## config.mk

```make
export PLATFORM = sky130hd
export DESIGN_NAME = vec_seq_ctrl_flat
export DESIGN_NICKNAME = d
export VERILOG_FILES = /design/src/rtl/vec_pkg.sv /design/src/rtl/vec_seq_ctrl_if.sv /design/src/rtl/vec_addr_gen.sv /design/src/rtl/vec_seq_ctrl.sv /design/src/flat_wrapper.sv
export SDC_FILE = /design/constraint.sdc
export NUM_CORES = 1
export LEC_CHECK = 0
export BUFFER_PORTS_ARGS = -buffer_cell sky130_fd_sc_hd__buf_2
export CAP_MARGIN = 20
export CORE_MARGIN = 10
export CORE_UTILIZATION = 56
export CTS_CLUSTER_SIZE = 24
export DETAILED_ROUTE_END_ITERATION = 8
export HOLD_SLACK_MARGIN = 0.1
export PLACE_DENSITY_LB_ADDON = 0.12
export RECOVER_POWER = 25
export SLEW_MARGIN = 20
export SYNTH_ARGS = -nofsm -noshare
export SYNTH_HDL_FRONTEND = slang
export SYNTH_HIERARCHICAL = 1
export SYNTH_SLANG_ARGS = --single-unit
```

## constraint.sdc

```tcl
create_clock -name clk -period 8.2 [get_ports clk]
set_input_delay 0.41 -clock clk [delete_from_list [all_inputs] [get_ports clk]]
set_output_delay 0.41 -clock clk [all_outputs]
set_load 0.05 [all_outputs]
```

## src/rtl/vec_pkg.sv

```systemverilog
// Shared types and helpers for the vector memory sequencer and related vector
// sequencers.
package vec_pkg;

    localparam int ELEM_BYTES = 4;
    localparam int CNT_W      = 5;

    typedef enum logic [1:0] {
        IDLE = 2'd0,
        RUN  = 2'd1,
        DONE = 2'd2
    } vec_state_e;

    // The comparison spans all 32 bits, so a large vlen clamps instead of aliasing on vlen[4:0].
    function automatic logic [CNT_W-1:0] clamp_len(input logic [31:0] vlen,
                                                   input logic [CNT_W-1:0] max_len);
        return (vlen > 32'(max_len)) ? max_len : vlen[CNT_W-1:0];
    endfunction

endpackage

```

## src/rtl/vec_seq_ctrl_if.sv

```systemverilog
// ID/EXE-side request signals and data-memory beat signals of the vector
// memory sequencer.
interface vec_seq_ctrl_if #(
    parameter int ADDR_W = 16
);
    import vec_pkg::*;

    logic              start;
    logic              op_store;
    logic [ADDR_W-1:0] base_addr;
    logic [31:0]       vlen;
    logic              mem_wait;
    logic [CNT_W-1:0]  cnt;
    logic [ADDR_W-1:0] mem_addr;
    logic              mem_re;
    logic              mem_we;
    logic              stall;
    logic              busy;
    logic              done;

    modport master (
        output start, op_store, base_addr, vlen, mem_wait,
        input  cnt, mem_addr, mem_re, mem_we, stall, busy, done
    );

    modport slave (
        input  start, op_store, base_addr, vlen, mem_wait,
        output cnt, mem_addr, mem_re, mem_we, stall, busy, done
    );

endinterface

```

## src/rtl/vec_addr_gen.sv

```systemverilog
// Element address generator: base + (cnt-1)*ELEM_BYTES, wrapping at ADDR_W bits.
module vec_addr_gen
    import vec_pkg::*;
#(
    parameter int ADDR_W = 16
) (
    input  logic [ADDR_W-1:0] base,
    input  logic [CNT_W-1:0]  cnt,
    output logic [ADDR_W-1:0] addr
);

    logic [ADDR_W-1:0] idx;

    assign idx  = ADDR_W'(cnt) - ADDR_W'(1);
    assign addr = base + (idx << $clog2(ELEM_BYTES));

endmodule

```

## src/rtl/vec_seq_ctrl.sv

```systemverilog
// Vector load/store sequencer: steps the element counter through N beats and
// holds the front end stalled until the last beat retires.
module vec_seq_ctrl
    import vec_pkg::*;
#(
    parameter int MAX_LEN = 8,
    parameter int ADDR_W  = 16
) (
    input  logic          clk,
    input  logic          rst,
    vec_seq_ctrl_if.slave bus
);

    localparam logic [CNT_W-1:0] MAX_N = CNT_W'(MAX_LEN);

    vec_state_e        state, state_d;
    logic [CNT_W-1:0]  cnt_q, cnt_d, n_q, n_req;
    logic [ADDR_W-1:0] base_q, base_sel, gen_addr, addr_q, addr_d;
    logic              re_q, re_d, we_q, we_d;
    logic              accept;

    assign n_req  = clamp_len(bus.vlen, MAX_N);
    assign accept = (state == IDLE) && bus.start && (n_req != '0);

    // Next-state logic; the registered outputs are computed one cycle ahead
    // so the beat address and strobes come straight from flops.
    always_comb begin
        state_d  = state;
        cnt_d    = cnt_q;
        re_d     = re_q;
        we_d     = we_q;
        base_sel = base_q;
        case (state)
            IDLE: begin
                cnt_d    = '0;
                re_d     = 1'b0;
                we_d     = 1'b0;
                base_sel = bus.base_addr;
                if (bus.start) begin
                    if (n_req == '0) begin
                        state_d = DONE;
                    end else begin
                        state_d = RUN;
                        cnt_d   = CNT_W'(1);
                        re_d    = !bus.op_store;
                        we_d    = bus.op_store;
                    end
                end
            end
            RUN: begin
                if (!bus.mem_wait) begin
                    if (cnt_q < n_q) begin
                        cnt_d = cnt_q + CNT_W'(1);
                    end else begin
                        state_d = DONE;
                        cnt_d   = '0;
                        re_d    = 1'b0;
                        we_d    = 1'b0;
                    end
                end
            end
            DONE: begin
                state_d = IDLE;
                cnt_d   = '0;
                re_d    = 1'b0;
                we_d    = 1'b0;
            end
            default: begin
                state_d = IDLE;
                cnt_d   = '0;
                re_d    = 1'b0;
                we_d    = 1'b0;
            end
        endcase
    end

    vec_addr_gen #(
        .ADDR_W(ADDR_W)
    ) u_addr_gen (
        .base(base_sel),
        .cnt (cnt_d),
        .addr(gen_addr)
    );

    assign addr_d = (cnt_d == '0) ? '0 : gen_addr;

    always_ff @(posedge clk) begin
        if (rst) begin
            state  <= IDLE;
            cnt_q  <= '0;
            addr_q <= '0;
            re_q   <= 1'b0;
            we_q   <= 1'b0;
        end else begin
            state  <= state_d;
            cnt_q  <= cnt_d;
            addr_q <= addr_d;
            re_q   <= re_d;
            we_q   <= we_d;
        end
    end

    // Operands are only read in RUN, which is always entered through accept.
    always_ff @(posedge clk) begin
        if (accept) begin
            n_q    <= n_req;
            base_q <= bus.base_addr;
        end
    end

    assign bus.cnt      = cnt_q;
    assign bus.mem_addr = addr_q;
    assign bus.mem_re   = re_q;
    assign bus.mem_we   = we_q;
    assign bus.stall    = accept || (state == RUN);
    assign bus.busy     = (state != IDLE);
    assign bus.done     = (state == DONE);

endmodule

```

## src/flat_wrapper.sv

```systemverilog
// flat-port wrapper written by rule: the top's interface ports become plain ports
module vec_seq_ctrl_flat import vec_pkg::*;
#(
    parameter int MAX_LEN = 8,
    parameter int ADDR_W  = 16
)
  (clk, rst, bus_start, bus_op_store, bus_base_addr, bus_vlen, bus_mem_wait, bus_cnt, bus_mem_addr, bus_mem_re, bus_mem_we, bus_stall, bus_busy, bus_done);
  vec_seq_ctrl_if #(.ADDR_W(ADDR_W)) bus_i ();
  input  logic clk;
  input  logic rst;
  input wire logic [$bits(bus_i.start)-1:0] bus_start;
  input wire logic [$bits(bus_i.op_store)-1:0] bus_op_store;
  input wire logic [$bits(bus_i.base_addr)-1:0] bus_base_addr;
  input wire logic [$bits(bus_i.vlen)-1:0] bus_vlen;
  input wire logic [$bits(bus_i.mem_wait)-1:0] bus_mem_wait;
  output wire logic [$bits(bus_i.cnt)-1:0] bus_cnt;
  output wire logic [$bits(bus_i.mem_addr)-1:0] bus_mem_addr;
  output wire logic [$bits(bus_i.mem_re)-1:0] bus_mem_re;
  output wire logic [$bits(bus_i.mem_we)-1:0] bus_mem_we;
  output wire logic [$bits(bus_i.stall)-1:0] bus_stall;
  output wire logic [$bits(bus_i.busy)-1:0] bus_busy;
  output wire logic [$bits(bus_i.done)-1:0] bus_done;
  assign bus_i.start = bus_start;
  assign bus_i.op_store = bus_op_store;
  assign bus_i.base_addr = bus_base_addr;
  assign bus_i.vlen = bus_vlen;
  assign bus_i.mem_wait = bus_mem_wait;
  assign bus_cnt = bus_i.cnt;
  assign bus_mem_addr = bus_i.mem_addr;
  assign bus_mem_re = bus_i.mem_re;
  assign bus_mem_we = bus_i.mem_we;
  assign bus_stall = bus_i.stall;
  assign bus_busy = bus_i.busy;
  assign bus_done = bus_i.done;
  vec_seq_ctrl #(.MAX_LEN(MAX_LEN), .ADDR_W(ADDR_W)) u_core (.clk(clk), .rst(rst), .bus(bus_i));
endmodule
```

# Yosys cells after proc, flatten, opt, wreduce, memory -nomap -nowiden
# Index checks and enable logic that the tools add are counted.
[word_totals]
regBits = 46
latchBits = 0
mem_bits_rw = 0
romBits = 0
inputBits = 53
out_inout_bits = 26
word_cells = 49
mem_count = 0
[classes]
n_addsub = 3
mul = 0
n_div = 0
n_lt_le_gt_ge = 2
eq_ne = 5
shifts = 0
mux = 20
bitwise = 0
n_reduce_logical = 12
[op_table]
columns = ["operator", "n"]
rows = [
  ["$gt A32 B4 Y1 const B", 1],
  ["$mux W5", 4],
  ["$add A16 B16 Y16", 1],
  ["$mux W16", 1],
  ["$logic_not A5 Y1", 2],
  ["$pmux W5 S2", 1],
  ["$mux W2", 4],
  ["$mux W1", 7],
  ["$ne A2 B2 Y1 const B", 3],
  ["$sub A5 B1 Y6 const B", 1],
  ["$add A5 B1 Y5 const B", 1],
  ["$lt A5 B5 Y1", 1],
  ["$reduce_bool A5 Y1", 1],
  ["$pmux W1 S2", 2],
  ["$pmux W2 S2", 1],
  ["$reduce_and A3 Y1", 1],
  ["$eq A2 B1 Y1 const B", 1],
  ["$eq A2 B2 Y1 const B", 1],
  ["$logic_and A1 B1 Y1", 2],
  ["$logic_not A2 Y1", 1],
  ["$reduce_and A2 Y1", 1],
  ["$reduce_bool A2 Y1", 1],
  ["$reduce_or A2 Y1", 1],
  ["$logic_not A1 Y1", 1],
  ["$logic_or A1 B1 Y1", 1],
]

# Logic depth before layout (Yosys ltp)
# Gate-level depths: netlist of run 1.
[logic_depth]
word_depth = 8
depth_mapped = 18
ltp_nobuf = 18

# Hierarchy
# The synthesis of run 1 kept the hierarchy.
[modules_own_cells]
columns = ["module", "n_inst", "cells_per_inst", "area_per_inst_um2", "seq_area_each_um2"]
rows = [
  ["vec_seq_ctrl", 1, 159, 2011.9, 1131.1],
  ["vec_addr_gen", 1, 83, 668.1, 0.0],
]

# Worst setup path before layout of run 1
# Ideal clock, no wire load.
[synth_timing]
path_kind = "reg-to-reg"
from = "register u_core.cnt_q[1] (netlist: u_core/bus.cnt[1])"
to = "register u_core.addr_q[14] (netlist: u_core/bus.mem_addr[14])"
setup_ns = 0.057
t_arrival_ns = 4.040
required_ns = 8.143
setup_slack_ns = 4.104
stages_incl_launch_ff = 15
path_buffers = 0
synth_period_minus_slack_ns = 4.096
path_cell_list = "dfxtp_1 > ha_1 > o211ai_1 > o21a_1 > o31ai_2 > nor2_1 > or3_1 > nor3_2 > ha_1 > and3_1 > a221oi_2 > o31ai_2 > a211oi_2 > xnor2_1 > and2_4"
[synth_via]
elab_chain_len = 6
elab_cells_between_ends = 9
classes_between = "add/sub (3); order compare (1); mux (3); reduce/logical (2)"
[synth_lines]
columns = ["element", "line", "text"]
rows = [
  ["from (decl)", "vec_seq_ctrl.sv:17", "logic [CNT_W-1:0] cnt_q, cnt_d, n_q, n_req;"],
  ["from (signal assigned)", "vec_seq_ctrl.sv:96", "cnt_q <= cnt_d;"],
  ["$add A5 B1 Y5 or $lt A5 B5 Y1 (tied branches)", "vec_seq_ctrl.sv:53, vec_seq_ctrl.sv:52", ""],
  ["$mux W5 *", "vec_seq_ctrl.sv:52", "if (cnt_q < n_q) begin"],
  ["$mux W5 *", "vec_seq_ctrl.sv:51", "if (!bus.mem_wait) begin"],
  ["$pmux W5 S2 *", "vec_seq_ctrl.sv:33", "case (state)"],
  ["named net u_core.cnt_d[2]", "vec_seq_ctrl.sv:17", ""],
  ["$sub A5 B1 Y6 *", "vec_addr_gen.sv:14", "assign idx = ADDR_W'(cnt) - ADDR_W'(1);"],
  ["$add A16 B16 Y16 *", "vec_addr_gen.sv:15", "assign addr = base + (idx << $clog2(ELEM_BYTES));"],
  ["named net u_core.gen_addr[14]", "vec_seq_ctrl.sv:18", "logic [ADDR_W-1:0] base_q, base_sel, gen_addr, addr_q, addr_d;"],
  ["to (signal assigned)", "vec_seq_ctrl.sv:97", "addr_q <= addr_d;"],
  ["to (decl)", "vec_seq_ctrl.sv:18", ""],
]
# Mark *: on every way through the listed nets, which the timed path passes. The rest lies on a longest branch.
# A chain may end at the register's enable or synchronous reset.

# Final worst setup path of run 1
[layout_timing]
from = "register u_core.cnt_q[2] (netlist: u_core/bus.cnt[2])"
to = "register u_core.addr_q[14] (netlist: u_core/bus.mem_addr[14])"
[layout_via]
elab_chain_len = 6
elab_cells_between_ends = 9
classes_between = "add/sub (3); order compare (1); mux (3); reduce/logical (2)"
[layout_lines]
columns = ["element", "line"]
rows = [
  ["$add A5 B1 Y5 or $lt A5 B5 Y1 (tied branches)", "vec_seq_ctrl.sv:53, vec_seq_ctrl.sv:52"],
  ["$mux W5", "vec_seq_ctrl.sv:52"],
  ["$mux W5 *", "vec_seq_ctrl.sv:51"],
  ["$pmux W5 S2 *", "vec_seq_ctrl.sv:33"],
  ["named net u_core.cnt_d[2]", "vec_seq_ctrl.sv:17"],
  ["$sub A5 B1 Y6 *", "vec_addr_gen.sv:14"],
  ["$add A16 B16 Y16 *", "vec_addr_gen.sv:15"],
  ["named net u_core.gen_addr[14]", "vec_seq_ctrl.sv:18"],
]
# Marks and branches as above.

==> results of run 1 <==
## logic make-up after synthesis
| kind of cell | synth area share [%] |
|---|---|
| mux | 7.096 |
| compound gates | 12.00 |
| flops | 42.20 |
| xor+xnor | 6.209 |
| other cells | 0.1399 |
| buf+inv | 3.221 |
| simple gates | 19.05 |
| fa+ha+maj | 10.08 |
## state kept, by name, summed over array words and instances, names as in the netlist
signal / flops
u_core/bus.mem_addr: 16
u_core/n_q: 5
u_core/base_q: 16
u_core/bus.mem_re: 1
u_core/bus.mem_we: 1
u_core/bus.cnt: 5
u_core/state: 2
## through the flow
step	std cells	area, sq um	hold WS, ps
final	377	3187	294.7
after global routing	377	3187	295.8
after CTS	377	3209	288.3
after detailed placement	369	3108	451.9
after global placement	369	3108	443.0
after floorplan	242	2680	479.1
## per-layer routing
layer	routed length (microns)	share of wire (%)
met5	0	0
met4	53	0.94
met3	361	6.4
met2	2822	50
met1	2397	43
## final cells by class
cell class                      count  area (sq um)
Inverter                           13         48.80
Timing Repair Buffer               79         375.4
Sequential cell                    46          1131
Multi-Input combinational cell    177          1463
Fill cell                         392          1505
Clock buffer                        8         101.3
Tap cell                           54         67.56
## worst paths after layout
kind              slack (ps)                                 end  depth (start not counted)                            from
setup reg to reg        3950  u_core/bus.mem_addr[14]$_SDFF_PP0_                         14    u_core/bus.cnt[2]$_SDFF_PP0_
setup / recovery        3950  u_core/bus.mem_addr[14]$_SDFF_PP0_                         14    u_core/bus.cnt[2]$_SDFF_PP0_
hold reg to reg          470      u_core/bus.mem_we$_SDFFE_PP0P_                          2  u_core/bus.mem_we$_SDFFE_PP0P_
hold / removal           290         u_core/base_q[15]$_DFFE_PP_                          1               bus_base_addr[15]
## cell usage in the layout, fill, tap and decap left out, types with 4 or more instances in the layout
cell	count
a21o_1	4
nor4_1	4
edfxtp_1	21
clkbuf_1	20
ha_1	20
and2_4	10
clkbuf_8	5
a211oi_1	4
nand2_1	6
inv_1	13
nor2b_1	4
nand3_1	4
xor2_1	6
mux2_2	16
a21oi_1	13
dfxtp_1	25
nor2_1	15
and2_1	9
buf_2	60
xnor2_1	13
## power groups by stage
stage / clock, uW / sequential, uW / combinational (uW)
finish: 150 / 270 / 274
global route: 161 / 273 / 304
CTS: 153 / 270 / 280
detailed placement: 0 / 275 / 279
global placement: 0 / 275 / 277
floorplan: 0 / 325 / 170
==> impl_metrics.toml, run 1 <==
[run_status]
status = "finished clean"

[synth]
synth_fp_nets = 316
synth_most_common_cell = "dfxtp_1"
synth_ff_type = "dfxtp_1"
yosys.area.top_type = "edfxtp_1"
syn_area_per_cell_sq_um = 11.07
yosys-top-cells-count = "25 x dfxtp_1, 21 x edfxtp_1, 20 x ha_1"
syn_area_sq_mm = 0.002680
synthTopCellsByArea = "edfxtp_1 24%, dfxtp_1 19%, ha_1 9.3%"
synth_cell_type_count = 53
synth_top_area_share_pct = 23.53
netlist_instances = 242
async_flop_share_pct = 0
synth-edff-count = 21
ys.warnings.count = 6
ys_seq_area_share_pct = 42.20
ys_ff_latch = 46

[sta]
hold_viol = 0
fin_skew_ps = 11.12
worst_slew_pin_slew_ps = 917.8
final_max_slew_viol_count = 0
min_period_over_period_pct = 51.88
clock.fmax_ghz = 0.2351
relSlewSlack_pct = 38.81
setup_slack_ps = 3946
fin_crit_ps = 4254
setup_tns_ps = 0
grt_setup_unrepaired = "false"
finalSetupViolations = 0

[global_routing]
overflow = 0
grt_first_pass_wirelength_microns = 9328
grt_pass1_vias = 2032
grtUsageTotal_pct = 14.84
use_met2_pct = 25.81
antenna_found_initial = 0
use_met1_pct = 17.22
grt_max_degree = 22
gr-usage-met3_pct = 4.376
grt_busiest_layer = "met2"

[route]
drt_iter0_drc = 110
dr.pass1.iters = 4
post-route-drc-count = 0
routedWlPerCell_microns = 14.94
drtAntennaViolNets = 0
viasPerCell = 5.313
drt-total-wl_microns = 5634
vias = 2003

[power_and_ir_drop]
comb_power_share_pct = 39.5
p_int_uw = 452.6
power_frac_clock_pct = 21.6
ir_worst_vdd_v = 0.0001163
p_leak_uw = 0.001411
power.switching_uw = 241.3
p_sw_share_pct = 34.77
pwr-share-seq_pct = 38.9
p_per_area_mw_per_mm2 = 217.7
totalPowerFinal_uw = 693.9

[setup_path]
cp_data_arrival_time_ps = 4500
crit_family = "compound AO/OA/AOI/OAI gates"
end_kind = "flip-flop"
critPathMaxStageDelay_ps = 490
cp.buffers_inverters = 0
cp_max_fo = 9
crit_chain = "ha_1 > o211ai_1 > o21a_1 > o31ai_2 > nor2_1 > or3_1 > nor3_2 > ha_1 > and3_1 > a221oi_2 > o31ai_2 > a211oi_2 > xnor2_1 > and2_4"
cp-start-kind = "flip-flop"
worstSetupPathType = "flip-flop to flip-flop"
worst_ep_required_time_ps = 8450
slowest_stage = "o31ai_2"

[die]
fp.coreArea_sq_mm = 0.004692
die_x_microns = 89.18
start_util_pct = 57.12
num_rows = 25
io_pins = 79
dieArea_sq_mm = 0.007953
chipHeight_microns = 89.18

[clock_tree]
clock_path_buffers = 2
cts-resized-gates = 0
cts_tree = "yes"
numCtsBuffers = 5
cts_setup_buffers = 0
cts.sinks = 46
cts.clk_slew.worst_paths_ps = 90
clkLatencyLatePin_ps = 290
cts_max_level = 2
postCtsHoldBufs = 0
root_buffer = "clkbuf_8"

[final_layout]
post-route-util_pct = 67.92
syn_to_final_growth_pct = 18.91
antennaDiodeCount = 0
drive_above_1_share_pct = 33.75
nets = 396

[placement]
dp_hpwl_microns = 4695
port_buffers = 78
place_congestion = 0.8119
dpl_worst_slack_ps = 3918

[min_path]
worstHoldPathType = "input port to flip-flop"

[job]
max_cap_violations = 0
Note: power is estimated with default switching activity, not from simulation.
==> inputs of run 2 (changes only) <==
CORE_UTILIZATION = 52   (was 56)
clock period = 4.03 ns   (was 8.2 ns; I/O delays follow)
==> run 2 against run 1 <==
Compared with the run above:
- power up 110%
- register-to-register slack lost 3600 ps
- sequential share of layout area shrank 2.2 points
- critical path type unchanged
==> impl_metrics.toml, run 2 (synthesis results as in run 1) <==
[run_status]
status = "finished clean"

[route]
dr.pass1.iters = 4
post-route-drc-count = 0
drtAntennaViolNets = 0
viasPerCell = 5.184
vias = 2141
drt_iter0_drc = 108
routedWlPerCell_microns = 14.91
drt-total-wl_microns = 6159

[final_layout]
syn_to_final_growth_pct = 27.22
post-route-util_pct = 67.62
fillCellCount = 411
multi_input_area_sq_mm = 0.001485
layout_commonest_cell = "buf_2"
drive_above_1_share_pct = 33.53
antennaDiodeCount = 0
nets = 416
seqCellArea_sq_mm = 0.001135
final_cells = 413
final_cell_mix = "57 x buf_2, 22 x clkbuf_1, 22 x dfxtp_1, 21 x edfxtp_1, 20 x ha_1"

[die]
io_pins = 79
dieArea_sq_mm = 0.008425
start_util_pct = 53.15
fp.coreArea_sq_mm = 0.005042
chipHeight_microns = 91.79
die_x_microns = 91.79
num_rows = 26

[power_and_ir_drop]
totalPowerFinal_uw = 1425
p_leak_uw = 0.001491
p_per_area_mw_per_mm2 = 417.8
ir_worst_vdd_v = 0.0002049

[setup_path]
cp_max_fo = 5
worstSetupPathType = "flip-flop to flip-flop"
cp-start-kind = "flip-flop"
worst_ep_required_time_ps = 4270
cp_data_arrival_time_ps = 3950
end_kind = "flip-flop"

[sta]
whs_ps = 134.0
clock.fmax_ghz = 0.2699
fin_crit_ps = 3705
grt_setup_unrepaired = "false"
worst_slew_pin_slew_ps = 917.7
setup_tns_ps = 0
hold_viol = 0
final_max_slew_viol_count = 0
min_period_over_period_pct = 91.93
fin_skew_ps = 9.742
relSlewSlack_pct = 38.76
finalSetupViolations = 0

[clock_tree]
clock_path_buffers = 2
clkLatencyLatePin_ps = 290
cts_setup_buffers = 0
cts.sinks = 46
cts_tree = "yes"
cts_max_level = 2
root_buffer = "clkbuf_8"
numCtsBuffers = 5
cts.clk_slew.worst_paths_ps = 80

[placement]
dp_hpwl_microns = 4689
port_buffers = 78
place_congestion = 0.8333
dp.cells = 389

[global_routing]
grtUsageTotal_pct = 14.89
grt_first_pass_wirelength_microns = 10500
overflow = 0
grt_pass1_vias = 2279
grt_max_degree = 22
antenna_found_initial = 0

[job]
max_cap_violations = 0

[min_path]
worstHoldPathType = "input port to flip-flop"
==> run 2: cell count changes in the layout (fill, tap and decap cells not counted), moves of 2 or more <==
| cell | before | now |
|---|---|---|
| buf_2 | 60 | 57 |
| dfxtp_1 | 25 | 22 |
| dfxtp_2 | 0 | 3 |
| clkbuf_1 | 20 | 22 |
| dlygate4sd3_1 | 0 | 16 |
| buf_4 | 1 | 5 |
==> run 2: repair_timing <==
action | in CTS | in global routing
endpoints found under the hold margin | 14 | 2
gates resized for setup | 0 | 1
hold buffers | 14 | 2
endpoints found under the setup margin | 0 | 5
==> run 2: per-stage QoR <==
stage | worst slack (ps) | area [sq um]
3_3_place_gp | 296.7 | 3164
4_1_cts | 217.7 | 3396
3_5_place_dp | 241.6 | 3164
2_1_floorplan | 95.44 | 2684
5_1_grt | 58.56 | 3410
6_report | 325.3 | 3410
==> run 2: layer usage <==
layer  GRT usage [%]  wire length [microns]  vias up
li1                -                      -     1079
met1           17.66                   2794      988
met2           24.82                   2848       67
met3           5.297                    444        7
met4           4.370                     72        0
met5               0                      0        -
==> run 2: cell type report <==
| cell class | instances | area share (%) |
|---|---|---|
| repair buffers | 99 | 16.48 |
| multi-input cells | 177 | 43.56 |
| well taps | 70 | 2.569 |
| inverters | 13 | 1.431 |
| flip-flops and latches | 46 | 33.28 |
| clock buffers | 7 | 2.532 |
| clock inverters | 1 | 0.1468 |
==> run 2: path summary, 6_finish.rpt <==
kind,cells after the start,slack [ps],to,start
hold reg to reg,2,460,u_core/bus.mem_we$_SDFFE_PP0P_,u_core/bus.mem_we$_SDFFE_PP0P_
hold / removal,2,130,u_core/bus.mem_we$_SDFFE_PP0P_,bus_op_store
setup reg to reg,17,330,u_core/bus.mem_addr[14]$_SDFF_PP0_,u_core/bus.cnt[3]$_SDFF_PP0_
setup / recovery,17,330,u_core/bus.mem_addr[14]$_SDFF_PP0_,u_core/bus.cnt[3]$_SDFF_PP0_
==> run 2: power breakdown <==
part | internal, uW | total [uW] | switching (uW)
clock network | 138 | 285 | 146
registers | 537 | 550 | 13.3
logic | 241 | 590 | 349
total | 916 | 1420 | 509
==> run 2: worst max-delay path, cell delays in order, from the launching register on <==
cell      delay (ps)
dfxtp_2          350
ha_1             300
a211oi_1         240
o21a_1           220
o21ai_0          130
a21bo_2          250
nand2_1           90
inv_1             60
ha_1             220
nand2_1           80
xnor2_1          150
ha_1             330
a21o_1           190
a221oi_2         390
o31ai_2          130
a211oi_2         260
xnor2_1          140
and2_4           140
==> inputs of run 3 (changes only) <==
RECOVER_POWER = not set   (was 25)
==> run 3 against run 2 <==
Compared with the run above:
- die area unchanged
- flip-flop and latch count unchanged
- count of clock-buffer cells in the layout stayed put
- via count up 0.33%
- sequential power hardly changed
- critical path type unchanged
- non-clock buffer count is the same
- clock power hardly changed
- wire length down 0.19%
==> impl_metrics.toml, run 3 (synthesis results as in run 1) <==
[global_routing]
grt_max_degree = 22
grtUsageTotal_pct = 14.89
grt_first_pass_wirelength_microns = 10500
grt_pass1_vias = 2279
antenna_found_initial = 0
overflow = 0

[sta]
fin_crit_ps = 3711
grt_setup_unrepaired = "false"
clock.fmax_ghz = 0.2695
worst_slew_pin_slew_ps = 918.5
min_period_over_period_pct = 92.08
finalSetupViolations = 0
fin_skew_ps = 9.601
setup_slack_ps = 319.1
setup_tns_ps = 0
final_max_slew_viol_count = 0
hold_viol = 0
relSlewSlack_pct = 38.70

[die]
io_pins = 79
dieArea_sq_mm = 0.008425
start_util_pct = 53.15
num_rows = 26
die_x_microns = 91.79
fp.coreArea_sq_mm = 0.005042
chipHeight_microns = 91.79

[clock_tree]
cts.sinks = 46
root_buffer = "clkbuf_8"
clock_path_buffers = 2
cts.clk_slew.worst_paths_ps = 90
clkLatencyLatePin_ps = 290
numCtsBuffers = 5
cts_max_level = 2
cts_tree = "yes"

[placement]
port_buffers = 78
placed_area_sq_mm = 0.003164
dpl_worst_slack_ps = 241.6
dp_hpwl_microns = 4689
place_congestion = 0.8333

[final_layout]
layout_commonest_cell = "buf_2"
syn_to_final_growth_pct = 28.20
final_area_sq_mm = 0.003436
antennaDiodeCount = 0
post-route-util_pct = 68.14
drive_above_1_share_pct = 39.65
final_cell_mix = "78 x buf_2, 22 x dfxtp_1, 21 x edfxtp_1, 20 x ha_1"
nets = 416

[setup_path]
cp-start-kind = "flip-flop"
cp_data_arrival_time_ps = 3950
crit_top_cell = "ha_1"
crit_chain = "ha_1 > a211oi_1 > o21a_1 > o21ai_0 > a21bo_2 > nand2_1 > inv_1 > ha_1 > nand2_1 > xnor2_1 > ha_1 > a21o_1 > a221oi_2 > o31ai_2 > a211oi_2 > xnor2_1 > and2_4"
critPathMaxStageDelay_ps = 390
cp_max_fo = 5
slowest_stage = "a221oi_2"
worstSetupPathType = "flip-flop to flip-flop"
end_kind = "flip-flop"
worst_ep_required_time_ps = 4270

[route]
viasPerCell = 5.201
routedWlPerCell_microns = 14.88
post-route-drc-count = 0
drtAntennaViolNets = 0
drt-total-wl_microns = 6147
vias = 2148
dr.pass1.iters = 4
drt_iter0_drc = 114

[power_and_ir_drop]
ir_worst_vdd_v = 0.0002055
p_leak_uw = 0.001558
p_per_area_mw_per_mm2 = 415.8

[min_path]
worstHoldPathType = "input port to flip-flop"

[run_status]
status = "finished clean"

[job]
max_cap_violations = 0
[run 3: metrics by stage]
stage,power [uW],instances,hold slack (ps)
after floorplan,1009,242,270.6
after global placement,1134,389,390.9
after global routing,1528,413,131.5
final,1429,413,136.2
after CTS,1437,411,100.1
after detailed placement,1140,389,391.8
[run 3: path summary, 6_finish.rpt]
kind | start | slack (ps) | cells past startpoint | end
max reg2reg | u_core/bus.cnt[3]$_SDFF_PP0_ | 320 | 17 | u_core/bus.mem_addr[14]$_SDFF_PP0_
min reg2reg | u_core/bus.mem_we$_SDFFE_PP0P_ | 470 | 2 | u_core/bus.mem_we$_SDFFE_PP0P_
max | u_core/bus.cnt[3]$_SDFF_PP0_ | 320 | 17 | u_core/bus.mem_addr[14]$_SDFF_PP0_
min | bus_op_store | 140 | 2 | u_core/bus.mem_we$_SDFFE_PP0P_
[run 3: power by group]
part	switching, uW	leakage [uW]	internal (uW)	total, uW
Combinational	349	0.00110	246	594
Sequential	13.1	0.000405	537	550
Clock	146	0.0000482	138	285
Total	508	0.00156	921	1430
[run 3: cell type report]
class / instances / area, sq um
clock buffers: 7 / 86.33
well taps: 70 / 87.58
flip-flops and latches: 46 / 1135
clock inverters: 1 / 5.005
fillers: 395 / 1607
repair buffers: 99 / 588.1
multi-input cells: 177 / 1485
inverters: 13 / 48.80
[run 3: routing by layer]
layer	vias to the layer above	wire (microns)	GRT usage, %
li1	1079	-	-
met1	991	2774	17.66
met2	71	2850	24.82
met3	7	449	5.297
met4	0	72	4.370
met5	-	0	0
[run 3: repair_timing]
item	in CTS	in global routing
hold buffers	14	2
endpoints found under the setup margin	0	5
resized for setup	0	1
buffers inserted	0	0
endpoints found under the hold margin	14	2
[run 3: worst max-delay path: cells and delay by family (launching register included)]
family	cells	cell delay, ps
flip-flops	1	350
AND/OR/NAND/NOR	3	310
adder cells (fa/ha/maj)	3	850
AO/OA/AOI/OAI	8	1810
XOR/XNOR	2	290
buffers and inverters	1	60
